[src/rtl/load_unit_pkg.sv]
// ----------------------------------------------------------------------------
// load_unit_pkg
// Shared definitions for the integer load path: load op codes, FSM state
// encoding, fault-cause codes and small decode helpers used by load_unit and
// load_align.
// ----------------------------------------------------------------------------
package load_unit_pkg;

   // Load op codes as produced by the load-immediate decoder.
   localparam logic [4:0] LD_NOP = 5'd0;
   localparam logic [4:0] LB     = 5'd1;
   localparam logic [4:0] LH     = 5'd2;
   localparam logic [4:0] LW     = 5'd3;
   localparam logic [4:0] LBU    = 5'd4;
   localparam logic [4:0] LHU    = 5'd5;

   // Load-unit FSM states.
   typedef enum logic [1:0] {
      ST_IDLE = 2'd0,
      ST_REQ  = 2'd1,
      ST_WAIT = 2'd2,
      ST_DONE = 2'd3
   } state_e;

   // Fault-cause codes reported on fault_cause.
   localparam logic [1:0] FLT_NONE     = 2'd0;
   localparam logic [1:0] FLT_MISALIGN = 2'd1;
   localparam logic [1:0] FLT_TIMEOUT  = 2'd2;

   // True for op codes that perform a memory read; LD_NOP and unknown codes
   // are dropped.
   function automatic logic is_load_op(input logic [4:0] op);
      logic res;
      case (op)
         LB, LH, LW, LBU, LHU: res = 1'b1;
         default:              res = 1'b0;
      endcase
      return res;
   endfunction

   // Halfwords need an even address, words need a 4-byte aligned address.
   function automatic logic is_misaligned(input logic [4:0] op, input logic [1:0] off);
      logic res;
      case (op)
         LH, LHU: res = off[0];
         LW:      res = (off != 2'b00);
         default: res = 1'b0;
      endcase
      return res;
   endfunction

endpackage

[src/rtl/load_unit_align.sv]
// ----------------------------------------------------------------------------
// load_align
// Purely combinational extraction of the addressed byte/halfword from a
// little-endian 32-bit memory word, followed by sign or zero extension.
// Ports:
//   op     - load op code (LB/LH/LW/LBU/LHU); other codes yield zero
//   off    - byte offset within the word (effective address bits [1:0])
//   word   - word returned by memory
//   result - aligned, extended load value
// ----------------------------------------------------------------------------
module load_align
   import load_unit_pkg::*;
(
   input  logic [4:0]  op,
   input  logic [1:0]  off,
   input  logic [31:0] word,
   output logic [31:0] result
);

   logic [7:0]  byte_s;
   logic [15:0] half_s;

   // Select the addressed byte/halfword and extend it according to op.
   always_comb begin
      case (off)
         2'd0:    byte_s = word[7:0];
         2'd1:    byte_s = word[15:8];
         2'd2:    byte_s = word[23:16];
         2'd3:    byte_s = word[31:24];
         default: byte_s = word[7:0];
      endcase

      if (off[1]) begin
         half_s = word[31:16];
      end else begin
         half_s = word[15:0];
      end

      case (op)
         LB:      result = {{24{byte_s[7]}}, byte_s};
         LBU:     result = {24'h000000, byte_s};
         LH:      result = {{16{half_s[15]}}, half_s};
         LHU:     result = {16'h0000, half_s};
         LW:      result = word;
         default: result = 32'h00000000;
      endcase
   end

endmodule

[src/rtl/load_unit.sv]
// ----------------------------------------------------------------------------
// load_unit
// Memory-access stage for RISC-V integer loads. Accepts one decoded load,
// computes ea = rs1 + sext(imm), issues one word read, aligns/extends the
// returned data and presents a one-cycle writeback. Misaligned loads and
// responses that never arrive are reported as one-cycle faults instead.
// Ports:
//   clk, rst_n                   - clock, synchronous active-low reset
//   issue_valid/issue_ready      - load issue handshake (ready only in IDLE)
//   load_op, rs1_data, imm, rd   - decoded load
//   mem_req_valid/ready, mem_addr- word read request (address word-aligned)
//   mem_rsp_valid, mem_rsp_data  - read response
//   wb_valid, wb_rd, wb_data     - registered writeback strobe and payload
//   fault, fault_cause, fault_addr - registered fault strobe and payload
// ----------------------------------------------------------------------------
module load_unit
   import load_unit_pkg::*;
#(
   parameter int unsigned RSP_TIMEOUT = 16
)(
   input  logic        clk,
   input  logic        rst_n,
   input  logic        issue_valid,
   output logic        issue_ready,
   input  logic [4:0]  load_op,
   input  logic [31:0] rs1_data,
   input  logic [11:0] imm,
   input  logic [4:0]  rd,
   output logic        mem_req_valid,
   input  logic        mem_req_ready,
   output logic [31:0] mem_addr,
   input  logic        mem_rsp_valid,
   input  logic [31:0] mem_rsp_data,
   output logic        wb_valid,
   output logic [4:0]  wb_rd,
   output logic [31:0] wb_data,
   output logic        fault,
   output logic [1:0]  fault_cause,
   output logic [31:0] fault_addr
);

   localparam logic [7:0] TIMEOUT_LIM = 8'(RSP_TIMEOUT);

   state_e      state_q, state_d;
   logic [4:0]  op_q, op_d;
   logic [4:0]  rd_q, rd_d;
   logic [31:0] ea_q, ea_d;
   logic [7:0]  cnt_q, cnt_d;
   logic        issue_ready_q, issue_ready_d;
   logic        mem_req_valid_q, mem_req_valid_d;
   logic [31:0] mem_addr_q, mem_addr_d;
   logic        wb_valid_q, wb_valid_d;
   logic [4:0]  wb_rd_q, wb_rd_d;
   logic [31:0] wb_data_q, wb_data_d;
   logic        fault_q, fault_d;
   logic [1:0]  fault_cause_q, fault_cause_d;
   logic [31:0] fault_addr_q, fault_addr_d;

   logic [31:0] ea_s;
   logic [7:0]  cnt_inc_s;
   logic [31:0] align_s;

   // Alignment uses the registered op and address so it sees the accepted load.
   load_align u_align (
      .op     (op_q),
      .off    (ea_q[1:0]),
      .word   (mem_rsp_data),
      .result (align_s)
   );

   // Next-state and next-output computation. Strobes are set on the
   // transition into DONE so that they appear registered during DONE.
   always_comb begin
      state_d       = state_q;
      op_d          = op_q;
      rd_d          = rd_q;
      ea_d          = ea_q;
      cnt_d         = cnt_q;
      mem_addr_d    = mem_addr_q;
      wb_valid_d    = 1'b0;
      wb_rd_d       = wb_rd_q;
      wb_data_d     = wb_data_q;
      fault_d       = 1'b0;
      fault_cause_d = fault_cause_q;
      fault_addr_d  = fault_addr_q;

      // Effective address wraps modulo 2^32.
      ea_s = rs1_data + {{20{imm[11]}}, imm};
      // Saturating increment keeps the 8-bit counter from wrapping.
      if (cnt_q == 8'hFF) begin
         cnt_inc_s = 8'hFF;
      end else begin
         cnt_inc_s = cnt_q + 8'd1;
      end

      case (state_q)
         ST_IDLE: begin
            if (issue_valid && issue_ready_q) begin
               op_d = load_op;
               rd_d = rd;
               ea_d = ea_s;
               if (!is_load_op(load_op)) begin
                  state_d = ST_IDLE;
               end else if (is_misaligned(load_op, ea_s[1:0])) begin
                  state_d       = ST_DONE;
                  fault_d       = 1'b1;
                  fault_cause_d = FLT_MISALIGN;
                  fault_addr_d  = ea_s;
               end else begin
                  state_d    = ST_REQ;
                  mem_addr_d = {ea_s[31:2], 2'b00};
               end
            end else begin
               state_d = ST_IDLE;
            end
         end
         ST_REQ: begin
            if (mem_req_ready) begin
               state_d = ST_WAIT;
               cnt_d   = 8'd0;
            end else begin
               state_d = ST_REQ;
            end
         end
         ST_WAIT: begin
            // A response in the last waiting cycle still wins over timeout.
            if (mem_rsp_valid) begin
               state_d    = ST_DONE;
               wb_valid_d = (rd_q != 5'd0);
               wb_rd_d    = rd_q;
               wb_data_d  = align_s;
            end else begin
               cnt_d = cnt_inc_s;
               if (cnt_inc_s >= TIMEOUT_LIM) begin
                  state_d       = ST_DONE;
                  fault_d       = 1'b1;
                  fault_cause_d = FLT_TIMEOUT;
                  fault_addr_d  = ea_q;
               end else begin
                  state_d = ST_WAIT;
               end
            end
         end
         ST_DONE: begin
            state_d = ST_IDLE;
         end
         default: begin
            state_d = ST_IDLE;
         end
      endcase

      // Handshake outputs depend on the next state only, never on issue_valid.
      issue_ready_d   = (state_d == ST_IDLE);
      mem_req_valid_d = (state_d == ST_REQ);
   end

   // State and output registers with synchronous active-low reset.
   always_ff @(posedge clk) begin
      if (!rst_n) begin
         state_q         <= ST_IDLE;
         op_q            <= LD_NOP;
         rd_q            <= 5'd0;
         ea_q            <= 32'h00000000;
         cnt_q           <= 8'd0;
         issue_ready_q   <= 1'b0;
         mem_req_valid_q <= 1'b0;
         mem_addr_q      <= 32'h00000000;
         wb_valid_q      <= 1'b0;
         wb_rd_q         <= 5'd0;
         wb_data_q       <= 32'h00000000;
         fault_q         <= 1'b0;
         fault_cause_q   <= FLT_NONE;
         fault_addr_q    <= 32'h00000000;
      end else begin
         state_q         <= state_d;
         op_q            <= op_d;
         rd_q            <= rd_d;
         ea_q            <= ea_d;
         cnt_q           <= cnt_d;
         issue_ready_q   <= issue_ready_d;
         mem_req_valid_q <= mem_req_valid_d;
         mem_addr_q      <= mem_addr_d;
         wb_valid_q      <= wb_valid_d;
         wb_rd_q         <= wb_rd_d;
         wb_data_q       <= wb_data_d;
         fault_q         <= fault_d;
         fault_cause_q   <= fault_cause_d;
         fault_addr_q    <= fault_addr_d;
      end
   end

   assign issue_ready   = issue_ready_q;
   assign mem_req_valid = mem_req_valid_q;
   assign mem_addr      = mem_addr_q;
   assign wb_valid      = wb_valid_q;
   assign wb_rd         = wb_rd_q;
   assign wb_data       = wb_data_q;
   assign fault         = fault_q;
   assign fault_cause   = fault_cause_q;
   assign fault_addr    = fault_addr_q;

endmodule

[config.mk]
export PLATFORM = sky130hd
export DESIGN_NAME = load_unit
export DESIGN_NICKNAME = d
export VERILOG_FILES = /design/src/rtl/load_unit_pkg.sv /design/src/rtl/load_unit_align.sv /design/src/rtl/load_unit.sv
export SDC_FILE = /design/constraint.sdc
export NUM_CORES = 1
export LEC_CHECK = 0
export BUFFER_PORTS_ARGS = -buffer_cell sky130_fd_sc_hd__buf_2
export CORE_AREA = 2 2 132 134
export DETAILED_ROUTE_END_ITERATION = 10
export DIE_AREA = 0 0 134 136
export PLACE_DENSITY = 0.71
export SLEW_MARGIN = 15
export SYNTH_ARGS = -nofsm -noshare
export SYNTH_HDL_FRONTEND = slang
export SYNTH_SLANG_ARGS = --single-unit
export TNS_END_PERCENT = 1
[constraint.sdc]
create_clock -name clk -period 8.3 [get_ports clk]
set_input_delay 1.245 -clock clk [delete_from_list [all_inputs] [get_ports clk]]
set_output_delay 1.245 -clock clk [all_outputs]
set_load 0.01 [all_outputs]
==> results.toml <==
[detailed_routing]
drt-total-wl_um = 24100
vias_per_cell = 5.71
antenna_left = 0
routedWlPerCell_um = 16.4
drt_first_iter_violations = 689
drt_pass1_iterations = 5
vias = 8405
route.detailed.drc = 0

[sta]
slew_viol_final = 0
final.setup_skew_ns = 0.0133
finalSetupViolations = 0
fmax_mhz = 244
rsz0062_at_grt = "false"
fin_setup_tns_ns = 0
worst_pin_slew_ns = 1.16
hold_viol_final = 0
relSlewSlack = 0.229
period_needed_ns = 4.10
fin_crit_sh = 0.494

[clock_network]
cts.sinks = 157
cts_tree = "yes"
cts_buffer_depth = 2
cts_setup_buffers = 0
clkSlewWorstSetupHoldPaths_ns = 0.06
htree_levels = 4
postCtsResizedCells = 0
clk_latency_ns = 0.42
cts_root_buffer = "clkbuf_16"
postCtsHoldBufs = 0
numCtsBuffers = 17

[floorplanning]
die_h_um = 136
die_width_um = 134
core_um2 = 16900
io_pins = 198
start_util = 0.491
rows = 48
die_area_um2 = 18200

[power]
switchingPower_w = 0.000549
p_leak_nw = 4.17
seq_power_share = 0.405
power_frac_comb = 0.170
swShare = 0.280
power.internal_w = 0.00141
powerDensity_nw_per_um2 = 197
ir_drop_mv = 0.133
clkPwrFrac = 0.424

[critical_path]
path_delay_family = "compound AO/OA/AOI/OAI gates"
max_stage_delay_ns = 0.83
cp_data_required_time_ns = 8.63
slowest_stage = "a21oi_4"
worst-path-buf-inv = 1
cp.arrival_ns = 4.44
end_kind = "flip-flop"
path_cells = "buf_2 -> ha_1 -> fa_1 -> nand3b_1 -> a21boi_1 -> o21ai_1 -> or3_1 -> a21oi_4 -> nand3_1 -> o221ai_1"
path_max_fanout = 41
path_class = "in -> reg"
worstSetupStartpointType = "input port"

[grt]
met3_usage = 0.0440
grt_start_max_net_pins = 82
grt_pass1_vias = 7502
top_usage_layer = "met2"
grt_pass1_wl_um = 38000
antenna_found_initial = 0
met1_usage = 0.351
grt_use_total = 0.260
overflow = 0
grt.met2_usage = 0.418

[yosys]
yosys_warnings = 0
ys_top_cells_by_area = "dfxtp_1, a21oi_1, nand2_1, ha_1, nor2_1"
synth_commonest_cells = "nand2_1, a21oi_1, dfxtp_1"
synth_top_area_frac = 0.379
async_flop_share = 0
synth-edff-count = 0
yosysMostFrequentCell = "nand2_1"
synthFlopType = "dfxtp_1"
ys_seq_elements = 157
ys_seq_area_frac = 0.379
yosysUniqueCellTypes = 68
synth_area_per_cell_um2 = 7.64
yosysTopAreaCell = "dfxtp_1"
mappedNetlistArea_um2 = 8290
synthCells = 1085

[place]
dpl.hpwl_um = 16900
io_buffers = 195
gp_congestion = 0.855

[cells_and_area]
layout-drive-gt1-share = 0.213
diodes = 0
fin_nets = 1358
fill_cells = 1559
utilization = 0.590
syn_to_final_growth_pct = 20.2

[run]
drv_cap = 0

[outcome]
outcome = "finished, final reports clean"

[worst_hold_path]
min_path_type = "reg -> reg"
[final timing paths]
path                               from                          end  slack [ns]  cells after the start
setup / recovery            rs1_data[0]  fault_addr[23]$_SDFFE_PN0P_        4.20                     10
hold / removal    wb_rd[0]$_SDFFE_PN0P_        wb_rd[0]$_SDFFE_PN0P_        0.45                      2
setup reg to reg  cnt_q[0]$_SDFFE_PN0P_  fault_addr[23]$_SDFFE_PN0P_        5.21                      8
hold reg to reg   wb_rd[0]$_SDFFE_PN0P_        wb_rd[0]$_SDFFE_PN0P_        0.45                      2
[tightest hold or removal path, stage by stage (launching register included)]
cell     delay [ns]
dfxtp_1        0.31
nand2_1        0.05
a21oi_1        0.05
[area by class of cell]
| cell class | count | area [um^2] | area share |
|---|---|---|---|
| Tap cell | 225 | 282 | 0.0283 |
| Timing Repair Buffer | 205 | 1050 | 0.106 |
| Clock buffer | 18 | 439 | 0.0441 |
| Inverter | 16 | 61.3 | 0.00616 |
| Multi-Input combinational cell | 837 | 4790 | 0.481 |
| Clock inverter | 14 | 193 | 0.0193 |
| Sequential cell | 157 | 3140 | 0.316 |
[per-layer routing]
layer | routed length (um) | share of wire
met3 | 1650 | 0.068
met2 | 11300 | 0.47
met5 | 0 | 0
met4 | 582 | 0.024
met1 | 10600 | 0.44
[power by group through the flow]
stage / logic [W] / registers (W) / clock network (W)
2_1_floorplan: 0.000233 / 0.000807 / 0
6_report: 0.000334 / 0.000795 / 0.000833
3_3_place_gp: 0.000325 / 0.000811 / 0
4_1_cts: 0.000330 / 0.000795 / 0.000846
5_1_grt: 0.000367 / 0.000798 / 0.000875
3_5_place_dp: 0.000327 / 0.000811 / 0
[through the flow]
| step | area (um^2) | worst slack [ns] | std cells | power (W) | hold slack, ns |
|---|---|---|---|---|---|
| 5_1_grt | 9960 | 4.06 | 1472 | 0.00204 | 0.469 |
| 2_1_floorplan | 8290 | 4.82 | 1086 | 0.00104 | 0.437 |
| 3_5_place_dp | 9330 | 3.78 | 1440 | 0.00114 | 0.445 |
| 4_1_cts | 9960 | 4.22 | 1472 | 0.00197 | 0.454 |
| 3_3_place_gp | 9330 | 3.88 | 1440 | 0.00114 | 0.440 |
| 6_report | 9960 | 4.20 | 1472 | 0.00196 | 0.453 |
[logic make-up after synthesis]
group,after synthesis,synth area share
AND/OR/NAND/NOR,427,0.227
flip-flops,157,0.379
AO/OA/AOI/OAI,336,0.248
multiplexers,11,0.0193
other,1,0.000452
buffers and inverters,92,0.0454
XOR/XNOR,27,0.0285
adder cells (fa/ha/maj),34,0.0519
[layout by cell type (no fill, tap or decap), drive strengths merged, types with 5 or more instances in the layout]
| master | netlist | routed |
|---|---|---|
| o22ai | 5 | 5 |
| buf | 23 | 205 |
| nand4 | 10 | 10 |
| a21o | 13 | 13 |
| xor2 | 7 | 7 |
| inv | 16 | 16 |
| ha | 32 | 32 |
| o211ai | 12 | 12 |
| a21oi | 180 | 180 |
| nor2 | 95 | 95 |
| a221oi | 7 | 7 |
| xnor2 | 20 | 20 |
| or3 | 8 | 8 |
| o21ai | 49 | 49 |
| nand3b | 10 | 10 |
| a311oi | 12 | 12 |
| clkbuf | 53 | 18 |
| nor3 | 14 | 14 |
| dfxtp | 157 | 157 |
| a211oi | 18 | 18 |
| clkinv | 0 | 7 |
| and3 | 9 | 9 |
| mux2i | 7 | 7 |
| a31oi | 15 | 15 |
| nand2 | 220 | 220 |
| nand3 | 34 | 34 |
| nand2b | 7 | 7 |
| o21bai | 5 | 5 |
[sequential cells by signal, indices dropped and copies added, names as in the netlist, 2 cells and up]
register / count
cnt_q: 8
ea_q: 32
fault_addr: 32
fault_cause: 2
mem_addr: 30
op_q: 5
rd_q: 5
state_q: 2
wb_data: 32
wb_rd: 5
Note: power is estimated with default switching activity, not from simulation.
